**src/rtl/rst_seq_pkg.sv**
```systemverilog
// Shared types and constants for the reset sequencer: FSM states, cause-bit
// positions and counter sizing helpers.
package rst_seq_pkg;

    typedef enum logic [1:0] {
        WAIT_LOCK = 2'd0,
        POR_HOLD  = 2'd1,
        SYS_HOLD  = 2'd2,
        RUN       = 2'd3
    } state_e;

    localparam int CAUSE_POR  = 0;
    localparam int CAUSE_LOCK = 1;
    localparam int CAUSE_BTN  = 2;
    localparam int CAUSE_SOFT = 3;
    localparam int CAUSE_W    = 4;

    localparam logic [CAUSE_W-1:0] CAUSE_RESET = CAUSE_W'(1 << CAUSE_POR);

    function automatic int cnt_width(input int n);
        return $clog2(n) + 1;
    endfunction

    function automatic int max3(input int a, input int b, input int c);
        int m;
        m = (a > b) ? a : b;
        return (m > c) ? m : c;
    endfunction

endpackage

```
**src/rtl/rst_debounce.sv**
```systemverilog
// Pushbutton conditioner: 2-flop synchronizer, consecutive-sample debounce
// and a one-cycle pulse on each debounced press.
module rst_debounce
    import rst_seq_pkg::*;
#(
    parameter int DBNC_CYCLES = 100000
) (
    input  logic clk,
    input  logic rst,
    input  logic en_i,
    input  logic btn_i,
    output logic press_o
);

    localparam int CW = cnt_width(DBNC_CYCLES);

    logic          sync1_q, sync1_d;
    logic          btn_s_q, btn_s_d;
    logic          btn_db_q, btn_db_d;
    logic          press_q, press_d;
    logic [CW-1:0] cnt_q, cnt_d;

    always_comb begin
        sync1_d  = sync1_q;
        btn_s_d  = btn_s_q;
        btn_db_d = btn_db_q;
        cnt_d    = cnt_q;
        press_d  = 1'b0;
        if (en_i) begin
            sync1_d = btn_i;
            btn_s_d = sync1_q;
            if (btn_s_q != btn_db_q) begin
                if (cnt_q == CW'(DBNC_CYCLES - 1)) begin
                    btn_db_d = btn_s_q;
                    cnt_d    = '0;
                    press_d  = btn_s_q;
                end else if (cnt_q != '1) begin
                    cnt_d = cnt_q + 1'b1;
                end
            end else begin
                cnt_d = '0;
            end
        end
    end

    always_ff @(posedge clk or posedge rst) begin
        if (rst) begin
            sync1_q  <= 1'b0;
            btn_s_q  <= 1'b0;
            btn_db_q <= 1'b0;
            press_q  <= 1'b0;
            cnt_q    <= '0;
        end else begin
            sync1_q  <= sync1_d;
            btn_s_q  <= btn_s_d;
            btn_db_q <= btn_db_d;
            press_q  <= press_d;
            cnt_q    <= cnt_d;
        end
    end

    assign press_o = press_q;

endmodule

```
**src/rtl/rst_seq_ctrl.sv**
```systemverilog
// Staged PORESETn/SYSRESETn sequencer with PLL lock qualification, button
// reset, warm reset on SYSRESETREQ and a sticky reset-cause register.
module rst_seq_ctrl
    import rst_seq_pkg::*;
#(
    parameter int LOCK_STABLE_CYCLES = 256,
    parameter int POR_HOLD_CYCLES    = 255,
    parameter int SYS_HOLD_CYCLES    = 16,
    parameter int DBNC_CYCLES        = 100000
) (
    input  logic               CLK,
    input  logic               RESET,
    input  logic               PLL_LOCKED,
    input  logic               BTN,
    input  logic               SYSRESETREQ,
    input  logic               RST_CAUSE_CLR,
    output logic               PORESETn,
    output logic               SYSRESETn,
    output logic [CAUSE_W-1:0] RST_CAUSE
);

    localparam int CNT_W = cnt_width(max3(LOCK_STABLE_CYCLES, POR_HOLD_CYCLES, SYS_HOLD_CYCLES));

    logic               arm_q;
    logic               lock_s1_q, lock_s_q;
    logic               req_q, req_prev_q;
    logic               soft_req, btn_press;
    state_e             state_q, state_d;
    logic [CNT_W-1:0]   cnt_q, cnt_d, cnt_inc;
    logic [CAUSE_W-1:0] cause_q, cause_d, cause_set;
    logic               por_q, sys_q;

    rst_debounce #(
        .DBNC_CYCLES(DBNC_CYCLES)
    ) u_btn (
        .clk     (CLK),
        .rst     (RESET),
        .en_i    (arm_q),
        .btn_i   (BTN),
        .press_o (btn_press)
    );

    assign soft_req = req_q & ~req_prev_q;
    assign cnt_inc  = (cnt_q == '1) ? cnt_q : cnt_q + 1'b1;

    always_comb begin
        state_d   = state_q;
        cnt_d     = cnt_q;
        cause_set = '0;
        unique case (state_q)
            WAIT_LOCK: begin
                if (!lock_s_q) begin
                    cnt_d = '0;
                end else if (cnt_q == CNT_W'(LOCK_STABLE_CYCLES - 1)) begin
                    state_d = POR_HOLD;
                    cnt_d   = '0;
                end else begin
                    cnt_d = cnt_inc;
                end
            end
            POR_HOLD: begin
                if (cnt_q == CNT_W'(POR_HOLD_CYCLES - 1)) begin
                    state_d = SYS_HOLD;
                    cnt_d   = '0;
                end else begin
                    cnt_d = cnt_inc;
                end
            end
            SYS_HOLD: begin
                if (cnt_q == CNT_W'(SYS_HOLD_CYCLES - 1)) begin
                    state_d = RUN;
                    cnt_d   = '0;
                end else begin
                    cnt_d = cnt_inc;
                end
            end
            default: cnt_d = '0;
        endcase

        // Every observed event records its cause, even when a higher-priority one wins.
        if (state_q != WAIT_LOCK) begin
            if (!lock_s_q) begin
                state_d = WAIT_LOCK;
                cnt_d   = '0;
            end else if (btn_press) begin
                state_d = POR_HOLD;
                cnt_d   = '0;
            end else if (state_q == RUN && soft_req) begin
                state_d = SYS_HOLD;
                cnt_d   = '0;
            end
            cause_set[CAUSE_LOCK] = ~lock_s_q;
            cause_set[CAUSE_BTN]  = btn_press;
            cause_set[CAUSE_SOFT] = (state_q == RUN) && soft_req;
        end

        cause_d = (RST_CAUSE_CLR ? '0 : cause_q) | cause_set;
    end

    // The first edge after RESET release only arms the block, so no state flop
    // captures data on an edge that may sit inside the deassertion recovery window.
    always_ff @(posedge CLK or posedge RESET) begin
        if (RESET) begin
            arm_q      <= 1'b0;
            lock_s1_q  <= 1'b0;
            lock_s_q   <= 1'b0;
            req_q      <= 1'b0;
            req_prev_q <= 1'b0;
            state_q    <= WAIT_LOCK;
            cnt_q      <= '0;
            cause_q    <= CAUSE_RESET;
            por_q      <= 1'b0;
            sys_q      <= 1'b0;
        end else begin
            arm_q <= 1'b1;
            if (arm_q) begin
                lock_s1_q  <= PLL_LOCKED;
                lock_s_q   <= lock_s1_q;
                req_q      <= SYSRESETREQ;
                req_prev_q <= req_q;
                state_q    <= state_d;
                cnt_q      <= cnt_d;
                cause_q    <= cause_d;
                por_q      <= (state_d == SYS_HOLD) || (state_d == RUN);
                sys_q      <= (state_d == RUN);
            end
        end
    end

    assign PORESETn  = por_q;
    assign SYSRESETn = sys_q;
    assign RST_CAUSE = cause_q;

endmodule
```
**config.mk**
```make
export PLATFORM = sky130hd
export DESIGN_NAME = rst_seq_ctrl
export DESIGN_NICKNAME = d
export VERILOG_FILES = /design/src/rtl/rst_seq_pkg.sv /design/src/rtl/rst_debounce.sv /design/src/rtl/rst_seq_ctrl.sv
export SDC_FILE = /design/constraint.sdc
export NUM_CORES = 1
export LEC_CHECK = 0
export BUFFER_PORTS_ARGS = -buffer_cell sky130_fd_sc_hd__buf_2
export CELL_PAD_IN_SITES_DETAIL_PLACEMENT = 1
export CELL_PAD_IN_SITES_GLOBAL_PLACEMENT = 1
export CORE_UTILIZATION = 40
export CTS_CLUSTER_SIZE = 24
export DETAILED_ROUTE_END_ITERATION = 16
export PLACE_DENSITY_LB_ADDON = 0.1
export SETUP_SLACK_MARGIN = 0.5
export SYNTH_ARGS = -nofsm -noshare
export SYNTH_HDL_FRONTEND = slang
export SYNTH_SLANG_ARGS = --single-unit
```
**constraint.sdc**
```tcl
create_clock -name CLK -period 2.05 [get_ports CLK]
set_input_delay 0.41 -clock CLK [delete_from_list [all_inputs] [get_ports CLK]]
set_output_delay 0.41 -clock CLK [all_outputs]
set_load 0.1 [all_outputs]
```
==> metrics.cfg <==
[sta]
min_period_ns = 1.97
hold_ws_ns = 0.129
rsz0062_at_grt = yes
hold_viol = 0
skew_ns = 0.00823
period_share_pct = 96.1
tightest_slew_ns = 0.527
fin_setup_tns_ns = 0
clock.fmax_mhz = 508
setup_viol_count_final = 0
relSlewSlack_pct = 64.8
slew_viol_final = 0

[cells_and_area]
area_growth_pct = 43.1
final_layout_size_suffix_gt1_share_pct = 42.9
multiInputGateArea_mm2 = 0.00152
nets = 323
nFillCells = 627
register_area_mm2 = 0.00111
antenna_cells = 0

[yosys]
yosysUniqueCellTypes = 57
syn_nets = 255
yosysSeqAreaShare_pct = 45.1
yosys.area.top_type = dfrtp_1
synth-async-reset-ratio_pct = 100
ys_warn_count = 0
ys_top_cells_by_count = dfrtp_1 (43), a22o_1 (20), nor2_1 (20)
synth_ff_type = dfrtp_1
netlist_area_mm2 = 0.00244
yosysMostFrequentCell = dfrtp_1
synth_edf_count = 0
synthTopCellsByArea = dfrtp_1 (44%), a22o_1 (7.2%), nor2_1 (3.1%), o21ai_1 (3.1%), nand2_1 (2.3%)
synth_cells = 246
postSynthAreaPerCell_um2 = 9.93
synth_seq_cells = 44
synth.top_cell.area_share_pct = 44.1

[setup_path]
worstSetupPathType = reg2reg
r2r_start = cnt_q[1]
max_stage_delay_ns = 0.43
critPathLaunchType = flip-flop
cpMaxStageDelayCell = dfrtp_2
cp.required_ns = 2.24
crit_top_cell = o311a_4
crit_fanout = 3
r2r_cells = 6
crit_buf_inv = 0
reg2reg_to = cnt_q[7]
crit_arrival_ns = 2.16
rrSetupSlack_ns = 0.08
timing.critical_path.cells = ha_4, nand3_4, o311a_4, o311a_4, and3_1, a211o_1
cp-end-kind = flip-flop
cp_top_family = compound AO/OA/AOI/OAI gates

[placement]
place.gp.congestion = 0.747
io_buffers = 11
hpwl_um = 4270

[floorplan]
io_pins = 12
die_w_um = 80.1
placeableCoreArea_mm2 = 0.00592
initial_core_util_pct = 41.3
rows = 28
die_y_um = 80.1
die-area_mm2 = 0.00642

[global_route]
antenna_found_initial = 0
grt_use_met3_pct = 3.64
grt_pass1_wl_um = 11800
grt_pass1_vias = 2399
use_met1_pct = 28.0
grt_usage_pct = 24.1
grt-ovfl-total = 0
busiest_layer = met2
grt_max_degree = 25
use_met2_pct = 45.0

[clock_network]
cts_root_buf = clkbuf_8
cts_buffer_depth = 2
cts_tree = done
numCtsBuffers = 5
numClockSinks = 44
insertion_delay_ns = 0.30
cts.htree.levels = 2
clkSlewWorstSetupHoldPaths_ns = 0.09
cts_hold_buf = 0

[route]
drc = 0
dr.pass1.iters = 4
drt-initial-drc-count = 106
avgRoutedWirePerCell_um = 19.7
num_vias = 2279
drtAntennaViolNets = 0
drt-total-wl_um = 7680
viasPerCell = 5.84

[power_and_ir_drop]
swShare_pct = 27.7
power_frac_seq_pct = 45.6
powerDensity_mw_per_mm2 = 600
clkPwrFrac_pct = 33.4
p_comb_share_pct = 21.0
p_int_uw = 1520
power.leakage_uw = 0.00154
p_sw_uw = 580
vdd_drop_max_mv = 0.372

[min_path]
hold_path.class = in2async

[status]
status = completed

[run]
drv_cap = 0

## cell type report
| type | instances | area share (%) |
|---|---|---|
| Tap cell | 75 | 2.69 |
| Clock inverter | 3 | 1.36 |
| Sequential cell | 44 | 31.9 |
| Inverter | 11 | 1.18 |
| Clock buffer | 5 | 1.97 |
| Timing Repair Buffer | 67 | 17.4 |
| Multi-Input combinational cell | 185 | 43.5 |
## per-stage QoR
step           power [uW]  cell area (um2)  util (%)  instances  setup WS, ns
2_1_floorplan        1120             2560         -        246         0.187
3_3_place_gp         1180             2790      47.1        342        0.0962
3_5_place_dp         1190             2790      47.1        342        0.0386
4_1_cts              2050             3310      55.9        379         0.117
5_1_grt              2190             3490      59.0        390        0.0220
6_report             2100             3490      59.0        390        0.0802
## power by group through the flow
| stage | Combinational, uW | Clock, uW | Sequential [uW] |
|---|---|---|---|
| 5_1_grt | 472 | 753 | 961 |
| 2_1_floorplan | 170 | 0 | 952 |
| 3_5_place_dp | 227 | 0 | 964 |
| 6_report | 441 | 699 | 955 |
| 4_1_cts | 380 | 725 | 948 |
| 3_3_place_gp | 220 | 0 | 963 |
## cell usage in the layout, fill, tap and decap left out, types with 3 or more instances in the layout
| cell type | count |
|---|---|
| buf_2 | 7 |
| o21ai_2 | 7 |
| clkbuf_8 | 5 |
| nand4_1 | 5 |
| nor3_1 | 11 |
| a21oi_1 | 4 |
| nand2_1 | 14 |
| nor2_1 | 17 |
| ha_4 | 3 |
| nor2_2 | 3 |
| clkbuf_4 | 3 |
| nand3_1 | 7 |
| buf_6 | 11 |
| nor2b_1 | 3 |
| o21ai_1 | 17 |
| and4_1 | 3 |
| a21o_1 | 3 |
| dfrtp_2 | 9 |
| a22o_1 | 20 |
| buf_4 | 41 |
| inv_1 | 9 |
| dfrtp_1 | 34 |
| mux2_1 | 3 |
| and3_1 | 3 |
| mux2_2 | 4 |
## layer usage
metal | wire length (um) | share of wire, %
met5 | 0 | 0
met4 | 125 | 1.6
met1 | 3220 | 42
met3 | 145 | 1.9
met2 | 4190 | 55
## cells by family (layout without fill, tap and decap cells)
logic type | after synthesis | count (layout) | share of synthesized area, %
multiplexers | 8 | 8 | 3.69
buffers and inverters | 18 | 86 | 3.84
other | 1 | 1 | 0.154
XOR/XNOR | 4 | 4 | 1.43
AND/OR/NAND/NOR | 95 | 96 | 21.1
adder cells (fa/ha/maj) | 3 | 3 | 1.54
AO/OA/AOI/OAI | 73 | 73 | 23.1
flip-flops | 44 | 44 | 45.1
## sequential cells by signal, indices dropped and copies added (netlist names)
register / count
PORESETn: 1
RST_CAUSE: 4
SYSRESETn: 1
arm_q: 1
cnt_q: 9
lock_s1_q: 1
lock_s_q: 1
req_prev_q: 1
req_q: 1
state_q: 2
u_btn.btn_db_q: 1
u_btn.btn_s_q: 1
u_btn.cnt_q: 18
u_btn.press_o: 1
u_btn.sync1_q: 1
## worst max-delay path by stage
stage / startpoint / endpoint / slack [ns] / cells after the start
floorplan: cnt_q[0] / cnt_q[7] / 0.19 / 6
global placement: cnt_q[0] / cnt_q[7] / 0.1 / 6
detailed placement: cnt_q[0] / cnt_q[7] / 0.04 / 6
CTS: cnt_q[0] / cnt_q[7] / 0.12 / 7
global route: cnt_q[1] / cnt_q[4] / 0.02 / 7
finish: cnt_q[1] / cnt_q[7] / 0.08 / 6
## what timing repair did
| action | in CTS | in global routing |
|---|---|---|
| setup buffers | 26 | 10 |
| gates cloned | 3 | 1 |
| pin swaps | 32 | 15 |
| gates resized for setup | 33 | 24 |
| endpoints found under the setup margin | 32 | 36 |
(Power assumes the default switching activity.)
